**src/rtl/audio_pkg.sv**
```systemverilog
// Shared audio definitions for the I2S transmit path (and a future receiver).
//   AUDIO_DATA_W : default sample width per channel
//   AUDIO_SLOT_W : default number of bit-clock periods per channel slot
//   stereo_t     : one left/right sample pair, two's complement
package audio_pkg;

    localparam int AUDIO_DATA_W = 16;
    localparam int AUDIO_SLOT_W = 16;

    typedef struct packed {
        logic signed [AUDIO_DATA_W-1:0] left;
        logic signed [AUDIO_DATA_W-1:0] right;
    } stereo_t;

endpackage

```
**src/rtl/i2s_tx_serializer_if.sv**
```systemverilog
// Sample-pair handshake between an audio source and the I2S transmitter.
//   s_valid : source has a left/right pair on s_left/s_right
//   s_ready : transmitter holding register is empty
//   s_left  : left sample, two's complement
//   s_right : right sample, two's complement
// A pair transfers on a clock edge where s_valid and s_ready are both high.
// Modports: master = sample source, slave = transmitter.
interface i2s_tx_serializer_if
    import audio_pkg::*;
#(
    parameter int DATA_W = AUDIO_DATA_W
);

    logic                     s_valid;
    logic                     s_ready;
    logic signed [DATA_W-1:0] s_left;
    logic signed [DATA_W-1:0] s_right;

    modport master (
        output s_valid,
        output s_left,
        output s_right,
        input  s_ready
    );

    modport slave (
        input  s_valid,
        input  s_left,
        input  s_right,
        output s_ready
    );

endinterface

```
**src/rtl/i2s_bclk_gen.sv**
```systemverilog
// Bit-clock generator: divides clk down to bclk and flags the cycle in which
// bclk is about to change, so downstream logic can update in lock-step with
// the bclk edge.
//   clk      : system clock
//   rst      : asynchronous active-high reset (bclk low, divider cleared)
//   bclk     : registered bit clock, period 2*BCLK_DIV clk cycles
//   fall_evt : high in the clk cycle whose closing edge takes bclk 1->0
//   rise_evt : high in the clk cycle whose closing edge takes bclk 0->1
module i2s_bclk_gen #(
    parameter int BCLK_DIV = 2
) (
    input  logic clk,
    input  logic rst,
    output logic bclk,
    output logic fall_evt,
    output logic rise_evt
);

    localparam int DIV_W = (BCLK_DIV > 1) ? $clog2(BCLK_DIV) : 1;
    localparam logic [DIV_W-1:0] DIV_MAX = DIV_W'(BCLK_DIV - 1);

    logic [DIV_W-1:0] div_cnt;
    logic             wrap;

    assign wrap     = (div_cnt == DIV_MAX);
    assign fall_evt = wrap & bclk;
    assign rise_evt = wrap & ~bclk;

    always_ff @(posedge clk or posedge rst) begin
        if (rst) begin
            div_cnt <= '0;
            bclk    <= 1'b0;
        end else if (wrap) begin
            div_cnt <= '0;
            bclk    <= ~bclk;
        end else begin
            div_cnt <= div_cnt + 1'b1;
        end
    end

endmodule

```
**src/rtl/i2s_tx_serializer.sv**
```systemverilog
// Stereo I2S transmitter. Takes left/right pairs over a valid/ready handshake
// into a one-deep holding register and shifts each frame out MSB-first in
// standard I2S format: sdata changes on the bclk falling edge and the channel
// MSB follows each lrclk transition by one bit.
//   clk, rst  : system clock, asynchronous active-high reset
//   s         : sample handshake (slave side of i2s_tx_serializer_if)
//   bclk      : serial bit clock, period 2*BCLK_DIV clk
//   lrclk     : word select, 0 = left slot, 1 = right slot
//   sdata     : serial data
//   underrun  : one-clk pulse when a frame starts with no pair pending
// Optional build macro I2S_TX_UNDERRUN_REPEAT_EN: an underrun frame resends
// the last transmitted pair instead of silence.
module i2s_tx_serializer
    import audio_pkg::*;
#(
    parameter int DATA_W   = AUDIO_DATA_W,
    parameter int SLOT_W   = AUDIO_SLOT_W,
    parameter int BCLK_DIV = 2
) (
    input  logic                 clk,
    input  logic                 rst,
    i2s_tx_serializer_if.slave   s,
    output logic                 bclk,
    output logic                 lrclk,
    output logic                 sdata,
    output logic                 underrun
);

    localparam int FRAME_W = 2 * SLOT_W;
    localparam int CNT_W   = (FRAME_W > 1) ? $clog2(FRAME_W) : 1;
    localparam logic [CNT_W-1:0] CNT_MAX = CNT_W'(FRAME_W - 1);
    localparam logic [CNT_W-1:0] LR_LO   = CNT_W'(SLOT_W - 1);
    localparam logic [CNT_W-1:0] LR_HI   = CNT_W'(FRAME_W - 2);

    // Left-justify a sample inside its slot; unused LSBs transmit as zero.
    function automatic logic [SLOT_W-1:0] pad_slot(input logic signed [DATA_W-1:0] smp);
        logic [SLOT_W-1:0] w;
        w = SLOT_W'($unsigned(smp));
        return w << (SLOT_W - DATA_W);
    endfunction

    logic                     fall_evt;
    logic                     bclk_rise_unused;
    logic [CNT_W-1:0]         bit_cnt;
    logic [CNT_W-1:0]         bit_nxt;
    logic                     lr_nxt;
    logic                     frame_start;
    logic                     full;
    logic                     accept;
    logic signed [DATA_W-1:0] hold_left;
    logic signed [DATA_W-1:0] hold_right;
    logic [FRAME_W-1:0]       shift;
    logic [FRAME_W-1:0]       fill_word;
    logic [FRAME_W-1:0]       load_word;

    i2s_bclk_gen #(
        .BCLK_DIV (BCLK_DIV)
    ) u_bclk_gen (
        .clk      (clk),
        .rst      (rst),
        .bclk     (bclk),
        .fall_evt (fall_evt),
        .rise_evt (bclk_rise_unused)
    );

    assign s.s_ready   = ~full;
    assign accept      = s.s_valid & ~full;
    assign bit_nxt     = (bit_cnt == CNT_MAX) ? '0 : bit_cnt + 1'b1;
    // lrclk leads the slot by one bit: it switches while the last bit of
    // the previous slot is still on the wire.
    assign lr_nxt      = (bit_nxt >= LR_LO) && (bit_nxt <= LR_HI);
    assign frame_start = fall_evt && (bit_cnt == CNT_MAX);

`ifdef I2S_TX_UNDERRUN_REPEAT_EN
    logic [FRAME_W-1:0] copy_word;

    always_ff @(posedge clk or posedge rst) begin
        if (rst) begin
            copy_word <= '0;
        end else if (frame_start && full) begin
            copy_word <= load_word;
        end
    end

    assign fill_word = copy_word;
`else
    assign fill_word = '0;
`endif

    // The frame load looks at the holding register as it was before this
    // edge, so a pair accepted on the load edge waits for the next frame.
    always_comb begin
        load_word = fill_word;
        if (full) begin
            load_word = {pad_slot(hold_left), pad_slot(hold_right)};
        end
    end

    always_ff @(posedge clk) begin
        if (accept) begin
            hold_left  <= s.s_left;
            hold_right <= s.s_right;
        end
    end

    always_ff @(posedge clk or posedge rst) begin
        if (rst) begin
            full     <= 1'b0;
            bit_cnt  <= CNT_MAX;
            lrclk    <= 1'b0;
            sdata    <= 1'b0;
            shift    <= '0;
            underrun <= 1'b0;
        end else begin
            underrun <= frame_start & ~full;

            if (accept) begin
                full <= 1'b1;
            end else if (frame_start) begin
                full <= 1'b0;
            end

            if (fall_evt) begin
                bit_cnt <= bit_nxt;
                lrclk   <= lr_nxt;
                if (frame_start) begin
                    // Left MSB goes straight to sdata; the rest queues up.
                    sdata <= load_word[FRAME_W-1];
                    shift <= load_word << 1;
                end else begin
                    sdata <= shift[FRAME_W-1];
                    shift <= shift << 1;
                end
            end
        end
    end

endmodule

```
**src/flat_wrapper.sv**
```systemverilog
// flat-port wrapper written by rule: the top's interface ports become plain ports
module i2s_tx_serializer_flat import audio_pkg::*;
#(
    parameter int DATA_W   = AUDIO_DATA_W,
    parameter int SLOT_W   = AUDIO_SLOT_W,
    parameter int BCLK_DIV = 2
)
  (clk, rst, bclk, lrclk, sdata, underrun, s_s_valid, s_s_left, s_s_right, s_s_ready);
  i2s_tx_serializer_if #(.DATA_W(DATA_W)) s_i ();
  input  logic clk;
  input  logic rst;
  output logic bclk;
  output logic lrclk;
  output logic sdata;
  output logic underrun;
  input wire logic [$bits(s_i.s_valid)-1:0] s_s_valid;
  input wire logic [$bits(s_i.s_left)-1:0] s_s_left;
  input wire logic [$bits(s_i.s_right)-1:0] s_s_right;
  output wire logic [$bits(s_i.s_ready)-1:0] s_s_ready;
  assign s_i.s_valid = s_s_valid;
  assign s_i.s_left = s_s_left;
  assign s_i.s_right = s_s_right;
  assign s_s_ready = s_i.s_ready;
  i2s_tx_serializer #(.DATA_W(DATA_W), .SLOT_W(SLOT_W), .BCLK_DIV(BCLK_DIV)) u_core (.clk(clk), .rst(rst), .s(s_i), .bclk(bclk), .lrclk(lrclk), .sdata(sdata), .underrun(underrun));
endmodule
```
**config.mk**
```make
export PLATFORM = sky130hd
export DESIGN_NAME = i2s_tx_serializer_flat
export DESIGN_NICKNAME = d
export VERILOG_FILES = /design/src/rtl/audio_pkg.sv /design/src/rtl/i2s_tx_serializer_if.sv /design/src/rtl/i2s_bclk_gen.sv /design/src/rtl/i2s_tx_serializer.sv /design/src/flat_wrapper.sv
export SDC_FILE = /design/constraint.sdc
export NUM_CORES = 1
export LEC_CHECK = 0
export ABC_AREA = 1
export ABC_CLOCK_PERIOD_IN_PS = 1590
export CAP_MARGIN = 40
export CORE_ASPECT_RATIO = 2
export CORE_MARGIN = 3
export CORE_UTILIZATION = 45
export DETAILED_ROUTE_END_ITERATION = 6
export HOLD_SLACK_MARGIN = 0.02
export PLACE_DENSITY = 0.7
export SLEW_MARGIN = 30
export SYNTH_ARGS = -nofsm -noshare
export SYNTH_HDL_FRONTEND = slang
export SYNTH_SLANG_ARGS = --single-unit
```
**constraint.sdc**
```tcl
create_clock -name clk -period 1.59 [get_ports clk]
set_clock_uncertainty 0.1 [all_clocks]
set_input_delay 0.318 -clock clk [delete_from_list [all_inputs] [get_ports clk]]
set_output_delay 0.318 -clock clk [all_outputs]
set_load 0.02 [all_outputs]
```
==> run summary <==
Core Footprint: 6621 sq um
Placer Congestion: 0.7475
Crit path top cell by count: ha_4
Worst Setup End Kind: register
Leak pwr: 0.001707 uW
Fmax: 568.4 MHz
Largest net degree at the start of global routing: 43
Total power: 4186 uW
Vias/cell: 5.321
Number of max-cap violations: 0
Antenna Nets Post-Route: 0
Most frequent cells after synthesis: 48 x a21oi_1, 39 x nor2_1, 37 x dfrtp_1
Hpwl dp: 3879 um
DRT iter0 DRCs: 76
Area growth, synth to finish: 42.41%
Arr. time, crit path: 1870 ps
Reg2Reg Capture Point: u_core.shift[30]$_DFFE_PP0P_
# clock sinks: 74
Yosys reg bits: 74
Post-synth ARST share: 0.5676
IO buf count: 39
Drt pass-1 iters: 4
Initial antenna violation count: 0
Area leader, netlist: edfxtp_1
Critical Path Source Type: register
DR vias: 2224
Synth Area in Compound Gates: 0.1245
Final worst setup slack: -169.2 ps
Area share of the largest cell type after synthesis: 0.3126
RR Startpoint: u_core.bit_cnt[1]$_DFFE_PP1P_
Final hold slack: 250.0 ps
CP Cell Sequence: ha_4 > nand2_4 > nor2_4 > ha_4 > inv_6 > clkbuf_16 > a21oi_2 > a21oi_1
TNS Setup: -4438 ps
Skew-Pair Late Insertion Delay: 330 ps
GRT Residual Overflow: 0
Worst slew margin: 0.7394
Reg clk slew, reported paths: 50 ps
Finished Layout Cells: 418
Simple-gate share of the synthesized area: 0.1453
Pwr/cell area: 956.1 nW/um^2
Share of the yosys chip area belonging to registers: 0.6565
Worst Hold Class: input port to asynchronous set/reset pin
CP peak stage delay: 560 ps
Final Hold Fails: 0
Worst Setup Path Type: register to register
EDFF count, synth: 32
# DRC: 0
Combinational family with the most area after synthesis: simple AND/OR/NAND/NOR gates
Cells on worst reg2reg path: 8
Clock root cell: clkbuf_16
Cts bufs inserted: 9
Worst Max-Slew Pin Slew: 390.9 ps
Routed wire per std cell: 15.42 um
Synth Area in Adders: 0.008140
Die W: 64.45 um
Ports: 40
Antenna diodes: 0
Tot GR Track Use: 0.1733
Crit path max fanout: 8
TritonCTS clock tree: done
Post-synthesis mux area share: 0
Tmin final: 1759 ps
Number of global-route vias before repair: 2294
Area contributors post-synth: edfxtp_1 31%, dfrtp_1 30%, a21oi_1 7.8%, nand3_1 5.7%, nor2_1 4.8%
Cells after Synth: 270
R2r setup slk: -170 ps
Fill cell count: 516
Synth Flop Type: dfrtp_1
Mean Syn Cell Area: 11.39 sq um
Status: finished with violations
First-pass GRT wire length: 10320 um
H-tree Lvls: 3
Failing checks: setup timing
Die Area: 7920 sq um
Final Routed Wirelength: 6445 um
Post-route cell area: 4378 sq um
Row count: 42
DP Area: 3702 sq um
Final setup fails: 37
XOR/XNOR Fraction of Synth Area: 0
Clock Path Buffers: 2
Synth warnings: 0
Peak supply drop: 0.0008030 V
RSZ-0062 raised after global routing: yes
NumNets Final: 362
Starting Density: 0.4643
Slowest library cell on the worst path: dfstp_2
Fin crit share: 1.106
Req. time, crit path: 1700 ps
Slew Viols, Final: 0
Most frequent cell after synthesis: a21oi_1
Synth unique cells: 20
Die height: 122.9 um
Netlist Area Pre-Place: 3074 sq um
Synth Net Count: 307
Placed Cells incl. Taps: 399
Layout cells sized above 1: 0.3455
## through the flow
stage | worst slack, ps | utilization
finish | -169.2 | 0.6612
global route | -231.4 | 0.6612
CTS | -193.0 | 0.6336
detailed placement | -247.3 | 0.5591
global placement | -199.6 | 0.5591
floorplan | -124.7 | -
## critical path: cells and delay by family (launching register included)
family / cells / cell delay (ps)
buffers and inverters: 2 / 250
AO/OA/AOI/OAI: 2 / 200
adder cells (fa/ha/maj): 2 / 350
flip-flops: 1 / 560
AND/OR/NAND/NOR: 2 / 170
## layout by cell type (no fill, tap or decap), types with 6 or more instances in the layout
| cell type | Yosys | layout |
|---|---|---|
| a21oi_4 | 0 | 17 |
| a21oi_2 | 14 | 31 |
| nor2_1 | 39 | 38 |
| nand2_1 | 21 | 18 |
| dfrtp_1 | 37 | 37 |
| edfxtp_1 | 32 | 32 |
| nand3_1 | 35 | 28 |
| clkdlybuf4s50_1 | 0 | 34 |
| inv_1 | 8 | 6 |
| clkbuf_16 | 0 | 10 |
| buf_4 | 5 | 12 |
| a21oi_1 | 48 | 14 |
| buf_12 | 0 | 6 |
## timing repair
| action | CTS | global route |
|---|---|---|
| pin swaps | 11 | 7 |
| hold buffers | 0 | 0 |
| resized for setup | 40 | 32 |
| setup endpoints to repair | 44 | 40 |
| cloned | 0 | 1 |
| setup buffers | 3 | 0 |
## where the power goes
part	leakage, uW	total, uW	switching, uW	internal (uW)
Sequential	0.000847	2000	0	2000
Clock	0.000156	2080	724	1350
Combinational	0.000704	109	32.3	77.1
Total	0.00171	4190	756	3430
## flip-flops by register name, summed over array words and instances, names as in the netlist
register	count
u_core.u_bclk_gen.div_cnt	1
u_core.underrun	1
u_core.full	1
u_core.sdata	1
u_core.lrclk	1
u_core.u_bclk_gen.bclk	1
u_core.hold_right	16
u_core.shift	31
u_core.hold_left	16
u_core.bit_cnt	5
## worst max-delay path by stage
| stage | start | slack [ps] | endpoint | cells past startpoint |
|---|---|---|---|---|
| floorplan | u_core.bit_cnt[0]$_DFFE_PP1P_ | -120 | u_core.sdata$_DFFE_PP0P_ | 9 |
| global placement | u_core.bit_cnt[0]$_DFFE_PP1P_ | -200 | u_core.shift[29]$_DFFE_PP0P_ | 8 |
| detailed placement | u_core.bit_cnt[1]$_DFFE_PP1P_ | -250 | u_core.full$_DFFE_PP0P_ | 8 |
| CTS | u_core.bit_cnt[1]$_DFFE_PP1P_ | -190 | u_core.shift[29]$_DFFE_PP0P_ | 8 |
| global route | u_core.bit_cnt[1]$_DFFE_PP1P_ | -230 | u_core.shift[30]$_DFFE_PP0P_ | 8 |
| finish | u_core.bit_cnt[1]$_DFFE_PP1P_ | -170 | u_core.shift[30]$_DFFE_PP0P_ | 8 |
## area by class of cell
class                           count  area (sq um)  area share
Sequential cell                    74          2018      0.4610
Inverter                           10         53.80     0.01229
Tap cell                           88         110.1     0.02515
Timing Repair Buffer               62         668.1      0.1526
Clock inverter                      7         83.83     0.01915
Multi-Input combinational cell    168          1219      0.2784
Clock buffer                        9         225.2     0.05144
## routing by layer
metal | track usage | vias to the layer above | part of all wire
met5 | 0 | - | 0
met4 | 0.1258 | 0 | 0.048
met3 | 0.04455 | 28 | 0.037
met2 | 0.2889 | 63 | 0.55
met1 | 0.1880 | 1090 | 0.37
li1 | - | 1043 | -
## kinds of logic after synthesis
logic type,Yosys count
buffers and inverters,28
adders and majority gates,2
DFF,74
and+or+nand+nor,100
AOI/OAI and AO/OA,66
(Power assumes the default switching activity.)
